==> config.mk <==
export PLATFORM = sky130hd
export DESIGN_NAME = uart_rx_deframer
export DESIGN_NICKNAME = d
export VERILOG_FILES = /design/src/rtl/uart_rx_deframer.sv
export SDC_FILE = /design/constraint.sdc
export NUM_CORES = 1
export LEC_CHECK = 0
export CAP_MARGIN = 20
export CELL_PAD_IN_SITES_DETAIL_PLACEMENT = 2
export CELL_PAD_IN_SITES_GLOBAL_PLACEMENT = 2
export CORE_MARGIN = 10
export CORE_UTILIZATION = 38
export DETAILED_ROUTE_END_ITERATION = 8
export PLACE_DENSITY = 0.87
export SETUP_SLACK_MARGIN = 0.15
export SYNTH_ARGS = -nofsm -noshare
export SYNTH_HDL_FRONTEND = slang
export SYNTH_SLANG_ARGS = --single-unit
export TNS_END_PERCENT = 1
==> constraint.sdc <==
create_clock -name clk -period 4.6 [get_ports clk]
set_clock_uncertainty 0.15 [all_clocks]
set_input_delay 1.38 -clock clk [delete_from_list [all_inputs] [get_ports clk]]
set_output_delay 1.38 -clock clk [all_outputs]
set_load 0.05 [all_outputs]
==> src/rtl/uart_rx_deframer.sv <==
// UART receive deframer: assembles start/data/parity/stop bits from the sampler
// into a parallel word with parity and framing error flags.
module uart_rx_deframer #(
  parameter int DATA_WIDTH = 8,
  parameter int PARITY_EN  = 0,
  parameter int PARITY_ODD = 0,
  parameter int STOP_BITS  = 1
) (
  input  logic                  clk,
  input  logic                  rst,
  input  logic                  bit_in,
  input  logic                  bit_valid,
  output logic                  sampler_stop,
  output logic [DATA_WIDTH-1:0] data_out,
  output logic                  data_valid,
  output logic                  parity_err,
  output logic                  frame_err,
  output logic                  busy
);

  localparam int CW = $clog2(DATA_WIDTH + 1);
  localparam logic [CW-1:0] LAST_DATA = CW'(DATA_WIDTH - 1);
  localparam logic [CW-1:0] LAST_STOP = CW'(STOP_BITS - 1);
  localparam logic PAR_EN  = (PARITY_EN != 0);
  localparam logic PAR_ODD = (PARITY_ODD != 0);

  typedef enum logic [2:0] {
    S_IDLE   = 3'd0,
    S_DATA   = 3'd1,
    S_PARITY = 3'd2,
    S_STOP   = 3'd3,
    S_DONE   = 3'd4
  } state_t;

  function automatic logic expected_parity(input logic [DATA_WIDTH-1:0] word, input logic odd);
    return (^word) ^ odd;
  endfunction

  state_t                state_q, state_d;
  logic [CW-1:0]         cnt_q, cnt_d;
  logic [DATA_WIDTH-1:0] shift_q, shift_d;
  logic                  par_bit_q, par_bit_d;
  logic                  ferr_q, ferr_d;
  logic [DATA_WIDTH-1:0] data_out_q, data_out_d;
  logic                  data_valid_q, data_valid_d;
  logic                  parity_err_q, parity_err_d;
  logic                  frame_err_q, frame_err_d;
  logic                  sampler_stop_q, sampler_stop_d;
  logic                  busy_q, busy_d;

  // Next-state and output computation; outputs are loaded on the edge entering DONE.
  always_comb begin
    state_d        = state_q;
    cnt_d          = cnt_q;
    shift_d        = shift_q;
    par_bit_d      = par_bit_q;
    ferr_d         = ferr_q;
    data_out_d     = data_out_q;
    data_valid_d   = 1'b0;
    parity_err_d   = parity_err_q;
    frame_err_d    = frame_err_q;
    sampler_stop_d = 1'b0;
    busy_d         = busy_q;
    case (state_q)
      S_IDLE: begin
        if (bit_valid) begin
          if (!bit_in) begin
            state_d = S_DATA;
            cnt_d   = '0;
            ferr_d  = 1'b0;
            busy_d  = 1'b1;
          end else begin
            state_d        = S_DONE;
            sampler_stop_d = 1'b1;
          end
        end else begin
          state_d = S_IDLE;
        end
      end
      S_DATA: begin
        if (bit_valid) begin
          shift_d = {bit_in, shift_q[DATA_WIDTH-1:1]};
          if (cnt_q == LAST_DATA) begin
            cnt_d   = '0;
            state_d = PAR_EN ? S_PARITY : S_STOP;
          end else begin
            cnt_d = cnt_q + 1'b1;
          end
        end else begin
          state_d = S_DATA;
        end
      end
      S_PARITY: begin
        if (bit_valid) begin
          par_bit_d = bit_in;
          state_d   = S_STOP;
        end else begin
          state_d = S_PARITY;
        end
      end
      S_STOP: begin
        if (bit_valid) begin
          ferr_d = ferr_q | ~bit_in;
          if (cnt_q == LAST_STOP) begin
            state_d        = S_DONE;
            sampler_stop_d = 1'b1;
            data_valid_d   = 1'b1;
            data_out_d     = shift_q;
            frame_err_d    = ferr_d;
            parity_err_d   = PAR_EN & (par_bit_q != expected_parity(shift_q, PAR_ODD));
          end else begin
            cnt_d = cnt_q + 1'b1;
          end
        end else begin
          state_d = S_STOP;
        end
      end
      S_DONE: begin
        state_d = S_IDLE;
        busy_d  = 1'b0;
      end
      default: begin
        state_d = S_IDLE;
        busy_d  = 1'b0;
      end
    endcase
  end

  // State and output registers.
  always_ff @(posedge clk or posedge rst) begin
    if (rst) begin
      state_q        <= S_IDLE;
      cnt_q          <= '0;
      shift_q        <= '0;
      par_bit_q      <= 1'b0;
      ferr_q         <= 1'b0;
      data_out_q     <= '0;
      data_valid_q   <= 1'b0;
      parity_err_q   <= 1'b0;
      frame_err_q    <= 1'b0;
      sampler_stop_q <= 1'b0;
      busy_q         <= 1'b0;
    end else begin
      state_q        <= state_d;
      cnt_q          <= cnt_d;
      shift_q        <= shift_d;
      par_bit_q      <= par_bit_d;
      ferr_q         <= ferr_d;
      data_out_q     <= data_out_d;
      data_valid_q   <= data_valid_d;
      parity_err_q   <= parity_err_d;
      frame_err_q    <= frame_err_d;
      sampler_stop_q <= sampler_stop_d;
      busy_q         <= busy_d;
    end
  end

  assign sampler_stop = sampler_stop_q;
  assign data_out     = data_out_q;
  assign data_valid   = data_valid_q;
  assign parity_err   = parity_err_q;
  assign frame_err    = frame_err_q;
  assign busy         = busy_q;

endmodule

### After elaboration in Yosys (flattened, before gate mapping)

Cells that the tools add are included.

* flip-flop bits (word level): 28
* input bits: 4
* output and inout bits: 13
* word-level logic and storage cells: 63

* $add $sub $neg: 1
* eq/ne operators: 11
* mux-type cells: 28
* bitwise operators: 3
* reduce and logical (&&, ||, !) cells: 11

Operators with widths (number)
* 4-bit 2-to-1 mux: 6
* 3-bit 2-to-1 mux: 6
* 3-bit one-hot mux with 4 select lines: 1
* 4-bit one-hot mux with 3 select lines: 1
* 1-bit 2-to-1 mux: 11
* 2-bit != test (second input constant): 5
* 3-bit by 2-bit == test with 1-bit output (second input constant): 2
* 3-bit != test (second input constant): 2
* 1-bit one-hot mux with 2 select lines: 3
* 3-bit AND reduction: 2
* 6-bit AND reduction: 1
* 4-bit by 1-bit adder with 4-bit output (second input constant): 1
* 4-bit by 3-bit == test with 1-bit output (second input constant): 1
* 4-bit logical NOT: 1
* 2-bit AND reduction: 2
* 4-bit AND reduction: 1
* 3-bit by 1-bit == test with 1-bit output (second input constant): 1
* 3-bit logical NOT: 1
* 3-bit nonzero test: 1
* 3-bit OR reduction: 1
* 1-bit NOT: 2
* 2-bit nonzero test: 1
* 1-bit bitwise OR: 1

### Longest topological paths before layout

* word-level depth: 4
* gate-level depth with buffers: 7
* gate-level depth less buffers: 5

### Worst setup path before layout

No wires, ideal clock.

* kind: in2reg
* from: input port bit_valid
* to: register shift_q[7]
* setup time: 0.125 ns
* arrival: 2.252 ns
* data required time: 4.325 ns
* slack: 2.073 ns
* stages: 4
* buffers on the path: 1
* cells stage by stage: nand2b_1 buf_6 nor3b_4 mux2_2

* word-level cells in the longest chain between the ends: 1

RTL lines
* from (decl): line 12 `input logic bit_valid,`
* 2-bit AND reduction (no source line)
* to (signal assigned): line 146 `shift_q <= shift_d;`
* to (decl): line 41 `logic [DATA_WIDTH-1:0] shift_q, shift_d;`

Every way passes these cells.
A chain may end at the register's enable or synchronous reset.

### Worst setup path after layout

* from: input port bit_valid
* to: register shift_q[0]

Same word-level chain as after synthesis.

==> impl_metrics.toml <==
[status]
status = "finished, final reports clean"

[die]
coreArea_mm2 = 0.003128
io_pins = 17
dieArea_mm2 = 0.006081
fp.dieW_um = 77.98
start_util_pct = 40.84
die_y_um = 77.98
row_count = 20

[sta]
slew_viol_final = 0
slew_headroom_pct = 64.16
whs_ns = 0.3729
max_freq_ghz = 0.3198
tns_ns = 0
finalCriticalPeriod_ns = 3.127
finalSetupViolCount = 0
timing_worst_slew_pin_value_ns = 0.5304
hold_viol = 0
min_period_over_period_pct = 67.98
rsz0062_at_grt = "false"

[logic_synthesis]
yosysWarnings = 0
syn_area_mm2 = 0.001277
yosysSeqAreaShare_pct = 54.85
synth.distinct_cells = 35
syn_nets = 110
ys_ff_latch = 28
syn_avg_cell_area_um2 = 12.28
syn_inst = 104

[pwr]
total_power_w = 0.001054
p_int_w = 0.0006242
p_switching_w = 0.0004299
p_seq_share_pct = 42.1
vdd_ir_drop_max_uv = 256.4
p_leak_nw = 0.6695
p_clk_share_pct = 15.8
p_comb_share_pct = 42.1
p_sw_share_pct = 40.78
power_density_mw_per_mm2 = 691.7

[worst_setup_path]
r2r_start = "cnt_q[0]"
critPathMaxFanout = 10
arrival_ns = 3.22
r2r-end = "data_out[5]"
end_kind = "flop"
required_ns = 4.69
worst-r2r-cell-count = 6
path_class = "in -> reg"
r2r_slack_ns = 2.31
cp-start-kind = "input pin"

[clock_network]
tritoncts = "yes"
cts_buffer_depth = 2
postCtsSetupBuffers = 0
cts_hold_buffers = 0
cts_buffers = 3
clk_pin_slew_worst_paths_ns = 0.15
clk_latency_ns = 0.34
cts.htree.levels = 1
cts_root_buf = "clkbuf_4"
cts_resized = 0
cts.sinks = 28

[placement]
place_inst = 158
io_buffers = 15
gp_congestion = 0.7459
hpwl_mm = 2.165

[detailed_routing]
drtPass1Iterations = 4
vias = 854
route.detailed.drc = 0
via_per_inst = 5.239
drt-wirelength-per-cell_um = 18.85
drt_iter0_drc = 10
ant_nets = 0
wl_mm = 3.072

[layout]
n_antenna_cell = 0
fin_nets = 126
final_common_cell = "dfrtp_1"
mostFrequentLayoutCells = "dfrtp_1 (28), mux2_2 (16), clkdlybuf4s50_1 (15)"
drive_gt1_share_pct = 20.17
nFillCells = 319
fin_cells = 163
areaGrowthSynthToFinish_pct = 19.29

[worst_hold_path]
min_from = "busy"
worstHoldEndpoint = "busy"
hold_class = "reg -> reg"
worstHoldPathCells = 2

[grt]
grt_pass1_vias = 959
grt.overflow.total = 0
grt_pass1_wl_mm = 5.264
grt_max_degree = 29
grt_usage_pct = 10.56
antenna_found_initial = 0

[flow_run]
cap_violations = 0
[per-stage QoR]
| step | worst slack [ns] | cell area (um^2) | utilization (%) |
|---|---|---|---|
| after floorplan | 2.073 | 1277 | - |
| after global placement | 1.177 | 1444 | 46.16 |
| after detailed placement | 1.135 | 1444 | 46.16 |
| after CTS | 1.485 | 1496 | 47.84 |
| after global routing | 1.403 | 1524 | 48.72 |
| final | 1.473 | 1524 | 48.72 |
[registers in the layout, summed over array words and instances (netlist names)]
name	flops
cnt_q	4
data_valid	1
data_out	8
ferr_q	1
shift_q	8
busy	1
state_q	3
sampler_stop	1
frame_err	1
[final cells by class]
class / count / area, um^2 / share of cell area (%)
tap: 44 / 55.05 / 3.612
multi-input combinational: 65 / 511.7 / 33.58
timing repair buffer: 17 / 185.2 / 12.15
sequential: 28 / 700.7 / 45.98
clock inverter: 1 / 30.03 / 1.970
inverter: 5 / 18.77 / 1.232
clock buffer: 3 / 22.52 / 1.478
[per-layer routing]
| layer | track usage (%) | part of all wire (%) | vias to the layer above |
|---|---|---|---|
| met3 | 2.189 | 2.8 | 3 |
| met2 | 18.16 | 51 | 14 |
| met1 | 13.11 | 45 | 436 |
| met5 | 0 | 0 | - |
| li1 | - | - | 401 |
| met4 | 2.688 | 0.88 | 0 |
[cell usage after synthesis]
library cell,instances,share of area [%]
nor4b_1,1,0.69
nor3b_4,1,1.5
mux2_2,16,14
nand3b_1,1,0.59
nand3_1,2,0.78
nand2_1,5,1.5
o211ai_1,1,0.59
or3_1,1,0.49
nor2_1,4,1.2
buf_2,1,0.39
buf_6,2,1.8
buf_4,2,1.2
inv_1,5,1.5
or4_1,1,0.59
ha_1,2,2.0
nor3b_1,1,0.59
a211oi_1,1,0.59
or4b_1,1,0.78
o31ai_1,3,1.8
and2_1,1,0.49
and3_1,1,0.49
nor4bb_1,3,2.4
a311oi_1,1,0.69
clkbuf_1,1,0.29
dfrtp_1,28,55
o21ba_2,1,0.78
o21ai_0,3,1.2
o41ai_1,1,0.69
conb_1,1,0.29
a21oi_1,5,2.0
a31oi_1,2,0.98
nand2b_1,2,0.98
and3b_1,1,0.69
nor2b_1,1,0.49
nor3_1,1,0.39
[critical path, stage by stage]
cell and delay (ns):
clkdlybuf4s50_1 0.61, nand2b_1 0.32, nor3b_4 0.51, mux2_2 0.39
[cell families (layout without fill, tap and decap cells)]
| family | after synthesis | in the layout | share of synthesized area (%) |
|---|---|---|---|
| other cells | 1 | 1 | 0.2935 |
| simple gates | 28 | 28 | 14.50 |
| compound gates | 18 | 18 | 9.206 |
| mux | 16 | 16 | 14.10 |
| flops | 28 | 28 | 54.85 |
| fa+ha+maj | 2 | 2 | 1.959 |
| buf+inv | 11 | 26 | 5.092 |
[worst max path at each step]
stage | to | from | cells after the start
after floorplan | shift_q[7] | bit_valid | 4
after global placement | shift_q[6] | bit_valid | 4
after detailed placement | shift_q[0] | bit_valid | 4
after CTS | shift_q[0] | bit_valid | 4
after global routing | shift_q[0] | bit_valid | 4
final | shift_q[0] | bit_valid | 4
[power by group through the flow]
| stage | clock network [W] | registers [W] | logic [W] |
|---|---|---|---|
| 2_1_floorplan | 0 | 0.000518 | 0.000225 |
| 3_3_place_gp | 0 | 0.000438 | 0.000419 |
| 3_5_place_dp | 0 | 0.000448 | 0.000443 |
| 4_1_cts | 0.000168 | 0.000445 | 0.000449 |
| 5_1_grt | 0.000181 | 0.000464 | 0.000481 |
| 6_report | 0.000167 | 0.000444 | 0.000444 |
No activity file was read; power rests on OpenSTA's default activity.
